## src/rtl/io_pad_mux_pkg.sv

```systemverilog
`default_nettype none
// +----------------------------------------------------------------------------+
// | io_pad_mux_pkg                                                             |
// | Register map, lock key and PADCFG field layout shared by the pad mux.      |
// | Rev 1.0                                                                    |
// +----------------------------------------------------------------------------+
package io_pad_mux_pkg;

  localparam int ADR_LSB = 2;
  localparam int ADR_MSB = 9;

  localparam logic [7:0] LOCK_WORD = 8'h40;  // byte offset 0x100
  localparam logic [7:0] LOCK_KEY  = 8'hA5;

  localparam int CFG_FORCE_BIT  = 8;
  localparam int CFG_BYPASS_BIT = 9;
  localparam int CFG_IDLE_BIT   = 10;

  typedef enum logic [1:0] {
    DEC_PAD  = 2'd0,
    DEC_LOCK = 2'd1,
    DEC_NONE = 2'd2
  } dec_e;

  typedef struct packed {
    logic force_in;
    logic bypass;
    logic idle;
  } pad_flags_t;

  function automatic logic [31:0] pack_cfg(input logic [7:0] sel_byte, input pad_flags_t f);
    return {21'b0, f.idle, f.bypass, f.force_in, sel_byte};
  endfunction

endpackage
`default_nettype wire

```

## src/rtl/io_pad_cell.sv

```systemverilog
`default_nettype none
// +----------------------------------------------------------------------------+
// | io_pad_cell                                                                |
// | One pad: config register, turnaround counter, synchroniser, output flops.  |
// | Rev 1.0                                                                    |
// +----------------------------------------------------------------------------+
module io_pad_cell
  import io_pad_mux_pkg::*;
#(
  parameter int NUM_FUNCS = 4,
  parameter int SEL_W     = 2,
  parameter int TURN_CYC  = 2,
  parameter int RESET_SEL = 0
) (
  input  logic                 clk,
  input  logic                 rst,
  input  logic                 i_wr_en,
  input  logic [1:0]           i_wr_be,
  input  logic [SEL_W-1:0]     i_wr_sel,
  input  pad_flags_t           i_wr_flags,
  input  logic [NUM_FUNCS-1:0] i_func_out,
  input  logic [NUM_FUNCS-1:0] i_func_oeb,
  output logic [NUM_FUNCS-1:0] o_func_in,
  input  logic                 i_io_in,
  output logic                 o_io_out,
  output logic                 o_io_oeb,
  output logic [31:0]          o_cfg
);

  localparam int                CNT_W     = (TURN_CYC < 1) ? 1 : $clog2(TURN_CYC + 1);
  localparam logic [SEL_W-1:0]  RST_SEL   = SEL_W'(RESET_SEL);
  localparam logic [CNT_W-1:0]  TURN_LOAD = CNT_W'(TURN_CYC);

  logic [SEL_W-1:0] sel_q, sel_d;
  pad_flags_t       flags_q, flags_d;
  logic [CNT_W-1:0] turn_q, turn_d;
  logic             sync1_q, sync1_d;
  logic             sync2_q, sync2_d;
  logic             io_out_q, io_out_d;
  logic             io_oeb_q, io_oeb_d;

  logic             w_mux_out;
  logic             w_mux_oeb;
  logic             w_turning;
  logic             w_pad_val;

  assign w_turning = (turn_q != '0);

  // A select outside the implemented functions drives nothing and leaves the pad an input.
  always_comb begin
    w_mux_out = 1'b0;
    w_mux_oeb = 1'b1;
    for (int f = 0; f < NUM_FUNCS; f++) begin
      if (sel_q == SEL_W'(f)) begin
        w_mux_out = i_func_out[f];
        w_mux_oeb = i_func_oeb[f];
      end
    end
  end

  always_comb begin
    sel_d   = sel_q;
    flags_d = flags_q;
    turn_d  = w_turning ? turn_q - CNT_W'(1) : turn_q;
    if (i_wr_en) begin
      if (i_wr_be[0]) begin
        sel_d = i_wr_sel;
        if (i_wr_sel != sel_q) begin
          turn_d = TURN_LOAD;
        end
      end
      if (i_wr_be[1]) begin
        flags_d = i_wr_flags;
      end
    end
    io_out_d = w_mux_out & ~w_turning;
    io_oeb_d = w_mux_oeb | flags_q.force_in | w_turning;
    sync1_d  = i_io_in;
    sync2_d  = sync1_q;
  end

  always_ff @(posedge clk or posedge rst) begin
    if (rst) begin
      sel_q    <= RST_SEL;
      flags_q  <= '0;
      turn_q   <= '0;
      sync1_q  <= 1'b0;
      sync2_q  <= 1'b0;
      io_out_q <= 1'b0;
      io_oeb_q <= 1'b1;
    end else begin
      sel_q    <= sel_d;
      flags_q  <= flags_d;
      turn_q   <= turn_d;
      sync1_q  <= sync1_d;
      sync2_q  <= sync2_d;
      io_out_q <= io_out_d;
      io_oeb_q <= io_oeb_d;
    end
  end

  // Input delivery ignores the turnaround so input functions never see a gap.
  assign w_pad_val = flags_q.bypass ? i_io_in : sync2_q;

  for (genvar f = 0; f < NUM_FUNCS; f++) begin : g_func
    assign o_func_in[f] = (sel_q == SEL_W'(f)) ? w_pad_val : flags_q.idle;
  end

  assign o_io_out = io_out_q;
  assign o_io_oeb = io_oeb_q;
  assign o_cfg    = pack_cfg(8'(sel_q), flags_q);

endmodule
`default_nettype wire

```

## src/rtl/io_pad_mux.sv

```systemverilog
`default_nettype none
// +----------------------------------------------------------------------------+
// | io_pad_mux                                                                 |
// | Wishbone-configured pad multiplexer: decode, lock bit, readback, pad array.|
// | Rev 1.0                                                                    |
// +----------------------------------------------------------------------------+
module io_pad_mux
  import io_pad_mux_pkg::*;
#(
  parameter int NUM_PADS  = 38,
  parameter int NUM_FUNCS = 4,
  parameter int TURN_CYC  = 2,
  parameter int RESET_SEL = 0
) (
  input  logic                          wb_clk_i,
  input  logic                          wb_rst_i,
  input  logic                          wbs_stb_i,
  input  logic                          wbs_cyc_i,
  input  logic                          wbs_we_i,
  input  logic [3:0]                    wbs_sel_i,
  input  logic [31:0]                   wbs_adr_i,
  input  logic [31:0]                   wbs_dat_i,
  output logic                          wbs_ack_o,
  output logic [31:0]                   wbs_dat_o,
  input  logic [NUM_FUNCS*NUM_PADS-1:0] func_out,
  input  logic [NUM_FUNCS*NUM_PADS-1:0] func_oeb,
  output logic [NUM_FUNCS*NUM_PADS-1:0] func_in,
  input  logic [NUM_PADS-1:0]           io_in,
  output logic [NUM_PADS-1:0]           io_out,
  output logic [NUM_PADS-1:0]           io_oeb
);

  localparam int SEL_W = (NUM_FUNCS > 1) ? $clog2(NUM_FUNCS) : 1;

  logic        ack_q, ack_d;
  logic [31:0] dat_q, dat_d;
  logic        lock_q, lock_d;

  logic [7:0]       w_word;
  logic             w_req;
  logic             w_wr;
  logic             w_cfg_wr;
  dec_e             w_dec;
  pad_flags_t       w_wr_flags;
  logic [SEL_W-1:0] w_wr_sel;
  logic [31:0]      w_cfg [NUM_PADS];
  logic             w_unused;

  assign w_word   = wbs_adr_i[ADR_MSB:ADR_LSB];
  assign w_req    = wbs_stb_i & wbs_cyc_i & ~ack_q;
  assign w_wr     = w_req & wbs_we_i;
  assign w_wr_sel = wbs_dat_i[SEL_W-1:0];
  assign w_wr_flags = '{force_in: wbs_dat_i[CFG_FORCE_BIT],
                        bypass:   wbs_dat_i[CFG_BYPASS_BIT],
                        idle:     wbs_dat_i[CFG_IDLE_BIT]};
  assign w_unused = ^{wbs_dat_i[31:11], wbs_adr_i[31:10], wbs_adr_i[1:0], wbs_sel_i[3:2]};

  always_comb begin
    w_dec = DEC_NONE;
    if (w_word == LOCK_WORD) begin
      w_dec = DEC_LOCK;
    end else if (w_word < 8'(NUM_PADS)) begin
      w_dec = DEC_PAD;
    end
  end

  // Once locked, pad configuration writes still complete on the bus but are dropped here.
  assign w_cfg_wr = w_wr & ~lock_q & (w_dec == DEC_PAD);

  always_comb begin
    ack_d  = w_req;
    lock_d = lock_q;
    if (w_wr && (w_dec == DEC_LOCK) && wbs_sel_i[0] && (wbs_dat_i[7:0] == LOCK_KEY)) begin
      lock_d = 1'b1;
    end
    dat_d = 32'h0;
    if (w_req && !wbs_we_i) begin
      case (w_dec)
        DEC_PAD: begin
          for (int i = 0; i < NUM_PADS; i++) begin
            if (w_word == 8'(i)) begin
              dat_d = w_cfg[i];
            end
          end
        end
        DEC_LOCK: dat_d = {31'b0, lock_q};
        default:  dat_d = 32'h0;
      endcase
    end
  end

  always_ff @(posedge wb_clk_i or posedge wb_rst_i) begin
    if (wb_rst_i) begin
      ack_q  <= 1'b0;
      dat_q  <= 32'h0;
      lock_q <= 1'b0;
    end else begin
      ack_q  <= ack_d;
      dat_q  <= dat_d;
      lock_q <= lock_d;
    end
  end

  assign wbs_ack_o = ack_q;
  assign wbs_dat_o = dat_q;

  for (genvar i = 0; i < NUM_PADS; i++) begin : g_pad
    logic [NUM_FUNCS-1:0] w_fo;
    logic [NUM_FUNCS-1:0] w_foe;
    logic [NUM_FUNCS-1:0] w_fi;

    for (genvar f = 0; f < NUM_FUNCS; f++) begin : g_route
      assign w_fo[f]                = func_out[f*NUM_PADS+i];
      assign w_foe[f]               = func_oeb[f*NUM_PADS+i];
      assign func_in[f*NUM_PADS+i]  = w_fi[f];
    end

    io_pad_cell #(
      .NUM_FUNCS (NUM_FUNCS),
      .SEL_W     (SEL_W),
      .TURN_CYC  (TURN_CYC),
      .RESET_SEL (RESET_SEL)
    ) u_cell (
      .clk        (wb_clk_i),
      .rst        (wb_rst_i),
      .i_wr_en    (w_cfg_wr && (w_word == 8'(i))),
      .i_wr_be    (wbs_sel_i[1:0]),
      .i_wr_sel   (w_wr_sel),
      .i_wr_flags (w_wr_flags),
      .i_func_out (w_fo),
      .i_func_oeb (w_foe),
      .o_func_in  (w_fi),
      .i_io_in    (io_in[i]),
      .o_io_out   (io_out[i]),
      .o_io_oeb   (io_oeb[i]),
      .o_cfg      (w_cfg[i])
    );
  end

endmodule
`default_nettype wire
```

## config.mk

```make
export PLATFORM = sky130hd
export DESIGN_NAME = io_pad_mux
export DESIGN_NICKNAME = d
export VERILOG_FILES = /design/src/rtl/io_pad_mux_pkg.sv /design/src/rtl/io_pad_cell.sv /design/src/rtl/io_pad_mux.sv
export SDC_FILE = /design/constraint.sdc
export NUM_CORES = 1
export LEC_CHECK = 0
export BUFFER_PORTS_ARGS = -buffer_cell sky130_fd_sc_hd__buf_2
export CELL_PAD_IN_SITES_DETAIL_PLACEMENT = 0
export CELL_PAD_IN_SITES_GLOBAL_PLACEMENT = 2
export CORE_MARGIN = 3
export CORE_UTILIZATION = 33
export CTS_CLUSTER_DIAMETER = 100
export DETAILED_ROUTE_END_ITERATION = 6
export PLACE_DENSITY_LB_ADDON = 0.1
export SYNTH_ARGS = -nofsm -noshare
export SYNTH_HDL_FRONTEND = slang
export SYNTH_SLANG_ARGS = --single-unit
```

## constraint.sdc

```tcl
create_clock -name wb_clk_i -period 15.94 [get_ports wb_clk_i]
set_clock_uncertainty 0.05 [all_clocks]
set_input_delay 2.391 -clock wb_clk_i [delete_from_list [all_inputs] [get_ports wb_clk_i]]
set_output_delay 2.391 -clock wb_clk_i [all_outputs]
set_load 0.005 [all_outputs]
```

After elaboration in Yosys (flattened, before gate mapping)
Index checks and enable logic that the tools add are counted.
Operators by class
  add/sub/neg operators: 38
  magnitude comparators: 1
  eq/ne operators: 192
  mux-type cells: 688
  bitwise logic cells: 159
  reduce and logical (&&, ||, !) cells: 197
Operators with widths (count)
  32-bit two-way mux: 38
  1-bit two-way mux: 494
  2-bit two-way mux: 154
  2-bit == test, second input constant: 76
  2-bit AND reduction: 76
  8-bit by 5-bit == test with 1-bit output, second input constant: 16
  2-bit by 1-bit == test with 1-bit output, second input constant: 39
  2-bit logical NOT: 39
  2-bit inequality test: 38
  1-bit bitwise OR: 76
  2-bit nonzero test: 38
  2-bit by 1-bit subtractor with 2-bit output, second input constant: 38
  8-bit by 4-bit == test with 1-bit output, second input constant: 8
  32-bit one-hot mux with 2 select lines: 1
  8-bit by 6-bit == test with 1-bit output, second input constant: 6
  1-bit bitwise AND: 43
  1-bit logical AND: 42
  1-bit inverter: 40
  8-bit by 3-bit == test with 1-bit output, second input constant: 4
  8-bit by 2-bit == test with 1-bit output, second input constant: 2
  11-bit two-way mux: 1
  8-bit by 1-bit == test with 1-bit output, second input constant: 1
  8-bit by 7-bit == test with 1-bit output, second input constant: 1
  8-bit == test, second input constant: 1
  other kinds (3): 3
Word-level totals
  bits in registers: 452
  input port bits: 415
  output and inout port bits: 261
  word-level logic and storage cells: 1620

Depth between registers and ports, before layout
Gate-level depths: netlist (run 1).
  word-level depth: 41
  depth in mapped cells: 11
  depth with buffers taken out: 7

Cells and area by module
Synthesis (run 1) repeated with hierarchy kept, for this count alone.
Second synthesis, totals
  cell total of the unflattened synthesis: 4262
  area, all modules: 39271.4 um2
Modules (own cells, without submodules)
  io_pad_cell: times used 38, cells each 70, area each 732.0 um2, seq. area each 276.5 um2
  io_pad_mux: times used 1, cells each 1602, area each 11457.2 um2, seq. area each 850.8 um2

Worst setup path after synthesis (run 1)
OpenSTA, ideal clock, no wires.
  kind: in2out
  start point: in io_in[24]
  end point: out func_in[100]
  data arrival time: 2.739 ns
  data required time: 13.499 ns
  slack: 10.760 ns
  stages: 2
  buffers on the path: 0
  path through: mux2i_1 > o21ai_0
Between the ends
  word-level cells in the longest chain between the ends: 2
Ends and longest elaborated chain
  start: declaration: RTL line io_pad_mux.sv:28  | input logic [NUM_PADS-1:0] io_in,
  1-bit two-way mux: RTL line io_pad_cell.sv:103  | assign w_pad_val = flags_q.bypass ? i_io_in : sync2_q;
  1-bit two-way mux: RTL line io_pad_cell.sv:106  | assign o_func_in[f] = (sel_q == SEL_W'(f)) ? w_pad_val : flags_q.idle;
  end: declaration: RTL line io_pad_mux.sv:27  | output logic [NUM_FUNCS*NUM_PADS-1:0] func_in,
Every way passes these cells.

Worst setup path in the final report (run 1)
  start point: in io_in[7]
  end point: out func_in[83]
Same word-level chain as after synthesis.

==> out/metrics.csv, run 1 <==
stage,metric,value,unit
timing,layout_setup_ws,10.24,ns
logic_synthesis,synth_edf_count,0,
die,die_height,272,um
pwr,max-vdd-ir-drop,0.0641,mV
placed_design,post-place-ws,9.81,ns
worst_setup_path,cp.arrival,3.26,ns
die,io_pins,676,
clock_network,clock_path_buffers,3,
layout,num-nets-final,2989,
status,status,"complete, no violations",
grt,antenna_found_initial,8,
layout,fillers,6863,
grt,track_usage,0.219,
routing,routed-wl-met3,4870,um
die,initial_utilization,0.336,
logic_synthesis,syn_inst,2133,
worst_setup_path,path_buf_inv,2,
worst_setup_path,crit_type,input pin to output pin,
layout,multi_input_area,11300,um^2
clock_network,path_clk_slew,0.06,ns
timing,hold_viol,0,
run,drv_cap,0,
routing,via_per_inst,5.23,
die,fp.dieW,272,um
worst_setup_path,required,13.50,ns
routing,drtIter0Drc,1091,
timing,finalMaxSlewViolations,0,
logic_synthesis,post-synth-top-count-cell,dfrtp_1,
logic_synthesis,ys_ff_latch,425,
routing,wl_met1,34300,um
worst_setup_path,timing.rr.end,wbs_dat_o[1]$_DFF_PP0_,
die,die_area,73900,um^2
worst_setup_path,r2r_cells,7,
clock_network,cts_tree,done,
worst_setup_path,cpMostUsedCell,buf_2,
worst_hold_path,whs_endpoint,g_pad[3].u_cell.sync2_q$_DFF_PP0_,
placed_design,io_buffer_count,601,
timing,maxSlewHeadroom,0.250,
logic_synthesis,synth_top_area_share,0.415,
routing,final_antenna_net_count,0,
worst_setup_path,r2r_slack,13.03,ns
routing,wl_met2,42400,um
placed_design,hpwl,63200,um
pwr,power.density,89.8,nW/um^2
clock_network,post_cts_resized,0,
worst_setup_path,crit_chain,buf_2 -> mux2i_1 -> o21ai_0 -> buf_2,
timing,worstMarginPinSlew,1.10,ns
logic_synthesis,ys_types,82,
timing,tns,0,ns
logic_synthesis,yosys.area.top_type,dfrtp_1,
logic_synthesis,synth-main-ff-cell,dfrtp_1,
clock_network,holdBufCountCts,0,
clock_network,htreeDepth,2,
routing,firstDrtPassIters,5,
worst_hold_path,worstHoldStart,g_pad[3].u_cell.sync1_q$_DFF_PP0_,
grt,grt_pass1_wl,123000,um
clock_network,cts_setup_buffers,0,
logic_synthesis,ys_async_sr_fraction,1.00,
clock_network,cts_made_buffers,50,
logic_synthesis,synth_area,23300,um^2
clock_network,cts.sinks,425,
clock_network,cts-root-buf,clkbuf_16,
worst_setup_path,r2r-start,g_pad[3].u_cell.sel_q[1]$_DFFE_PP0P_,
pwr,leakagePower,13.2,nW
routing,via_count,18500,
routing,top_layer_used,met5,
routing,wl_per_cell,23.5,um
worst_setup_path,end_kind,output pin,
timing,setup_viol,0,
timing,min_period_over_period,0.357,
worst_setup_path,crit_slowest_cell,o21ai_0,
logic_synthesis,yosys_warnings,0,
logic_synthesis,avgSynthCellArea,10.9,um^2
logic_synthesis,synthTopCellsByCount,"387 x dfrtp_1, 217 x nand2_1, 194 x mux2_2, 124 x nor2_1, 114 x a21oi_1",
worst_setup_path,critPathMaxStageDelay,0.41,ns
routing,wirelength,83300,um
logic_synthesis,synth.area.top_cells,"dfrtp_1 42%, mux2_2 9.4%, mux4_2 8.1%",
clock_network,clk_latency,0.58,ns
timing,rsz0062_at_grt,false,
pwr,finalPower,2.53,mW
grt,grt_pass1_vias,19300,
grt,overflow,0,
worst_setup_path,crit_family,compound AO/OA/AOI/OAI gates,
logic_synthesis,yosysSeqAreaShare,0.458,
timing,timing.fmax,175,MHz
placed_design,gp_congestion,0.831,
worst_setup_path,start_kind,input pin,
die,num_rows,96,
grt,grt_max_degree,175,
worst_setup_path,crit_fanout,4,
layout,areaGrowthSynthToFinish,20.7,%
worst_hold_path,hold_path.class,flip-flop to flip-flop,
timing,period_minus_slack,5.70,ns
routing,drcViolationCount,0,
layout,drive_gt1_frac,0.403,
die,core_area,69300,um^2
layout,ff_latch_area,10700,um^2
worst_hold_path,whs_path_depth,0,
[worst reg2reg max path, cell delays in order (launching register included)]
cell and delay [ns]:
dfrtp_1 0.52, mux4_2 0.58, a222oi_1 0.50, nor2_1 0.08
nor4_1 0.50, a21oi_1 0.27, o21ai_1 0.20, a21boi_1 0.08
[flip-flops by register name, summed over array words and instances, names as in the netlist]
register,count
g_pad.u_cell.sync1_q,38
wbs_dat_o,5
g_pad.u_cell.o_cfg,114
g_pad.u_cell.o_io_oeb,38
g_pad.u_cell.sel_q,76
lock_q,1
g_pad.u_cell.o_io_out,38
wbs_ack_o,1
g_pad.u_cell.sync2_q,38
g_pad.u_cell.turn_q,76
[kinds of logic after synthesis]
family                    Yosys count  synth area share
AOI/OAI and AO/OA                 384             0.101
xor gates and xnor gates           76            0.0286
buffers and inverters             264            0.0635
and+or+nand+nor                   653             0.151
DFF                               425             0.458
muxes                             330             0.197
other                               1          0.000161
[worst max path at each step]
stage / start / to / slack [ns] / cells after the start
global placement: wbs_adr_i[2] / wbs_dat_o[9]$_DFF_PP0_ / 9.77 / 9
CTS: io_in[7] / func_in[83] / 10.29 / 4
detailed placement: wbs_adr_i[2] / wbs_dat_o[9]$_DFF_PP0_ / 9.81 / 9
floorplan: wb_rst_i / g_pad[0].u_cell.o_cfg[10]$_DFFE_PP0P_ / 1.73 / 1
finish: io_in[7] / func_in[83] / 10.24 / 4
global route: io_in[7] / func_in[83] / 10.18 / 4
[power breakdown]
part,total (mW),switching (mW),internal [mW]
Combinational,0.196,0.114,0.0816
Sequential,1.11,0.00639,1.10
Clock,1.22,0.465,0.756
Total,2.53,0.586,1.94
[cells in the final DEF (no fill, tap or decap), types with 5 or more instances in the layout]
master     instances
clkinv_2           6
a21o_1            20
mux2i_1           52
buf_2            597
clkbuf_8          12
xnor2_1           36
dfstp_2           38
buf_4             23
a21oi_1          114
nand3_1           29
mux2_2           194
a31oi_1           44
or4_1             41
nor2_1           123
clkbuf_16         51
nand2b_1          81
nor2_2             5
o21ai_0          104
xor2_1            40
o22ai_1            9
nor3_1            16
and2_1             5
nor2b_1            9
and3b_1           23
mux4_2            84
o211ai_1          22
o221ai_1           5
dfrtp_1          387
a211oi_1           6
nand2_1          217
a221oi_1          12
nor4_1             5
bufinv_16          7
conb_1            27
a22o_1             6
nor3b_1           56
clkbuf_1          11
[cell type report]
type                            count  share of cell area
Tap cell                          931              0.0414
Clock buffer                       74              0.0527
Antenna cell                        4            0.000356
Timing Repair Buffer              621               0.113
Clock inverter                     18             0.00996
Inverter                            6             0.00107
Multi-Input combinational cell   1470               0.402
Sequential cell                   425               0.380
[routing by layer]
metal	up-vias	GRT usage
li1	8505	-
met1	9396	0.276
met2	533	0.389
met3	106	0.0401
met4	6	0.0521
met5	-	0
[metrics by stage]
step	cell area [um^2]	utilization	cells	hold slack, ns
floorplan	23400	-	2159	0.281
global placement	26400	0.380	3453	0.283
detailed placement	26400	0.380	3453	0.287
CTS	28100	0.406	3545	0.298
global route	28100	0.406	3545	0.303
finish	28100	0.406	3549	0.296
Power figures use the tool's default switching activity.
==> run 2, diff against run 1 <==
==> constraint.sdc (replaced) <==
create_clock -name wb_clk_i -period 5.7 [get_ports wb_clk_i]
set_clock_uncertainty 0.05 [all_clocks]
set_input_delay 0.855 -clock wb_clk_i [delete_from_list [all_inputs] [get_ports wb_clk_i]]
set_output_delay 0.855 -clock wb_clk_i [all_outputs]
set_load 0.005 [all_outputs]
==> out/metrics.csv, run 2 (synthesis gave the netlist of run 1 again) <==
stage,metric,value,unit
grt,grt_pass1_wl,123000,um
timing,timing.fmax,281,MHz
layout,layout.cells.non_filler,3553,
worst_setup_path,end_kind,flip-flop,
timing,maxSlewHeadroom,0.193,
clock_network,cts_made_buffers,50,
worst_setup_path,required,6.18,ns
pwr,max-vdd-ir-drop,0.217,mV
timing,min_period_over_period,0.624,
clock_network,cts-root-buf,clkbuf_16,
layout,num-nets-final,2992,
timing,holdWs,0.241,ns
layout,layout_commonest_cell,buf_2,
routing,final_antenna_net_count,0,
die,num_rows,96,
die,core_area,69300,um^2
die,die_height,272,um
worst_setup_path,cp.arrival,4.04,ns
status,status,"complete, no violations",
timing,worstMarginPinSlew,1.20,ns
clock_network,cts_setup_buffers,0,
pwr,leakagePower,13.2,nW
placed_design,io_buffer_count,601,
placed_design,hpwl,64000,um
placed_design,placed_cells,3456,
die,io_pins,676,
routing,routed-wl-met3,4860,um
die,fp.dieW,272,um
routing,wl_met2,41900,um
timing,layout_setup_ws,2.14,ns
run,drv_cap,0,
timing,hold_viol,0,
clock_network,cts.sinks,425,
clock_network,post_cts_resized,0,
clock_network,path_clk_slew,0.06,ns
layout,post-route-util,0.405,
routing,via_count,18600,
die,die_area,73900,um^2
routing,drcViolationCount,0,
grt,track_usage,0.219,
routing,top_layer_used,met5,
worst_setup_path,start_kind,input pin,
layout,largest_reg_flops,114,
grt,grt_pass1_vias,19300,
placed_design,gp_congestion,0.859,
routing,via_per_inst,5.24,
clock_network,cts_tree,done,
die,initial_utilization,0.336,
layout,drive_gt1_frac,0.402,
clock_network,htreeDepth,2,
worst_setup_path,crit_fanout,31,
routing,wirelength,83000,um
timing,rsz0062_at_grt,false,
placed_design,post-place-ws,1.73,ns
routing,drtIter0Drc,1123,
pwr,power.density,246,nW/um^2
worst_setup_path,crit_type,input pin to flip-flop,
grt,overflow,0,
worst_hold_path,hold_path.class,input pin to asynchronous set/reset pin,
timing,tns,0,ns
grt,grt_max_degree,125,
clock_network,clock_path_buffers,3,
clock_network,holdBufCountCts,0,
layout,areaGrowthSynthToFinish,20.5,%
grt,antenna_found_initial,9,
timing,setup_viol,0,
routing,wl_met1,34700,um
routing,firstDrtPassIters,5,
clock_network,clk_latency,0.59,ns
timing,finalMaxSlewViolations,0,
timing,period_minus_slack,3.56,ns
routing,wl_per_cell,23.4,um
layout,final_cell_mix,"597 x buf_2, 387 x dfrtp_1, 217 x nand2_1",
-- run 2: changes by cell type in the layout (fill, tap and decap cells not counted), moves of 2 or more --
cell and change:
clkbuf_1 +3, clkinv_4 +2, bufinv_16 -3, buf_12 +3
-- run 2: worst paths after layout --
| check | from | end | slack (ns) | cells past startpoint |
|---|---|---|---|---|
| max in group asynchronous | wb_rst_i | g_pad[4].u_cell.o_io_out$_DFF_PP0_ | 4.01 | 4 |
| min in group wb_clk_i | g_pad[0].u_cell.sync1_q$_DFF_PP0_ | g_pad[0].u_cell.sync2_q$_DFF_PP0_ | 0.30 | 0 |
| setup reg to reg | wbs_ack_o$_DFF_PP0_ | g_pad[3].u_cell.sel_q[0]$_DFFE_PP0P_ | 2.75 | 7 |
| setup / recovery | wbs_adr_i[4] | wbs_dat_o[8]$_DFF_PP0_ | 2.14 | 7 |
| hold / removal | wb_rst_i | g_pad[33].u_cell.sync2_q$_DFF_PP0_ | 0.24 | 2 |
| hold reg to reg | g_pad[0].u_cell.sync1_q$_DFF_PP0_ | g_pad[0].u_cell.sync2_q$_DFF_PP0_ | 0.30 | 0 |
-- run 2: cell type report --
cell class,instances,area (um^2)
Antenna cell,4,10.0
Clock buffer,75,1460
Clock inverter,18,221
Fill cell,6872,41200
Inverter,6,26.3
Multi-Input combinational cell,1470,11300
Sequential cell,425,10700
Tap cell,931,1160
Timing Repair Buffer,624,3240
-- run 2: through the flow --
step,instance area [um^2],power [mW]
after floorplan,23400,3.47
after global placement,26400,3.70
after detailed placement,26400,3.71
after CTS,28100,7.01
after global routing,28100,7.19
final,28100,6.90
-- run 2: power by group --
group | total [mW] | internal (mW) | switching, mW
sequential | 3.10 | 3.08 | 0.0183
combinational | 0.549 | 0.232 | 0.316
clock | 3.25 | 1.95 | 1.30
-- run 2: worst max-delay path: stages --
cell and delay (ns):
buf_2 0.58, nand2b_1 0.71, o32ai_1 0.19, a2111oi_0 0.95, o211ai_1 0.34, a21oi_1 0.22, o211a_1 0.17
-- run 2: per-layer routing --
metal,track usage,vias up
met5,0,-
met1,0.279,9456
met4,0.0467,6
li1,-,8504
met2,0.385,554
met3,0.0429,97
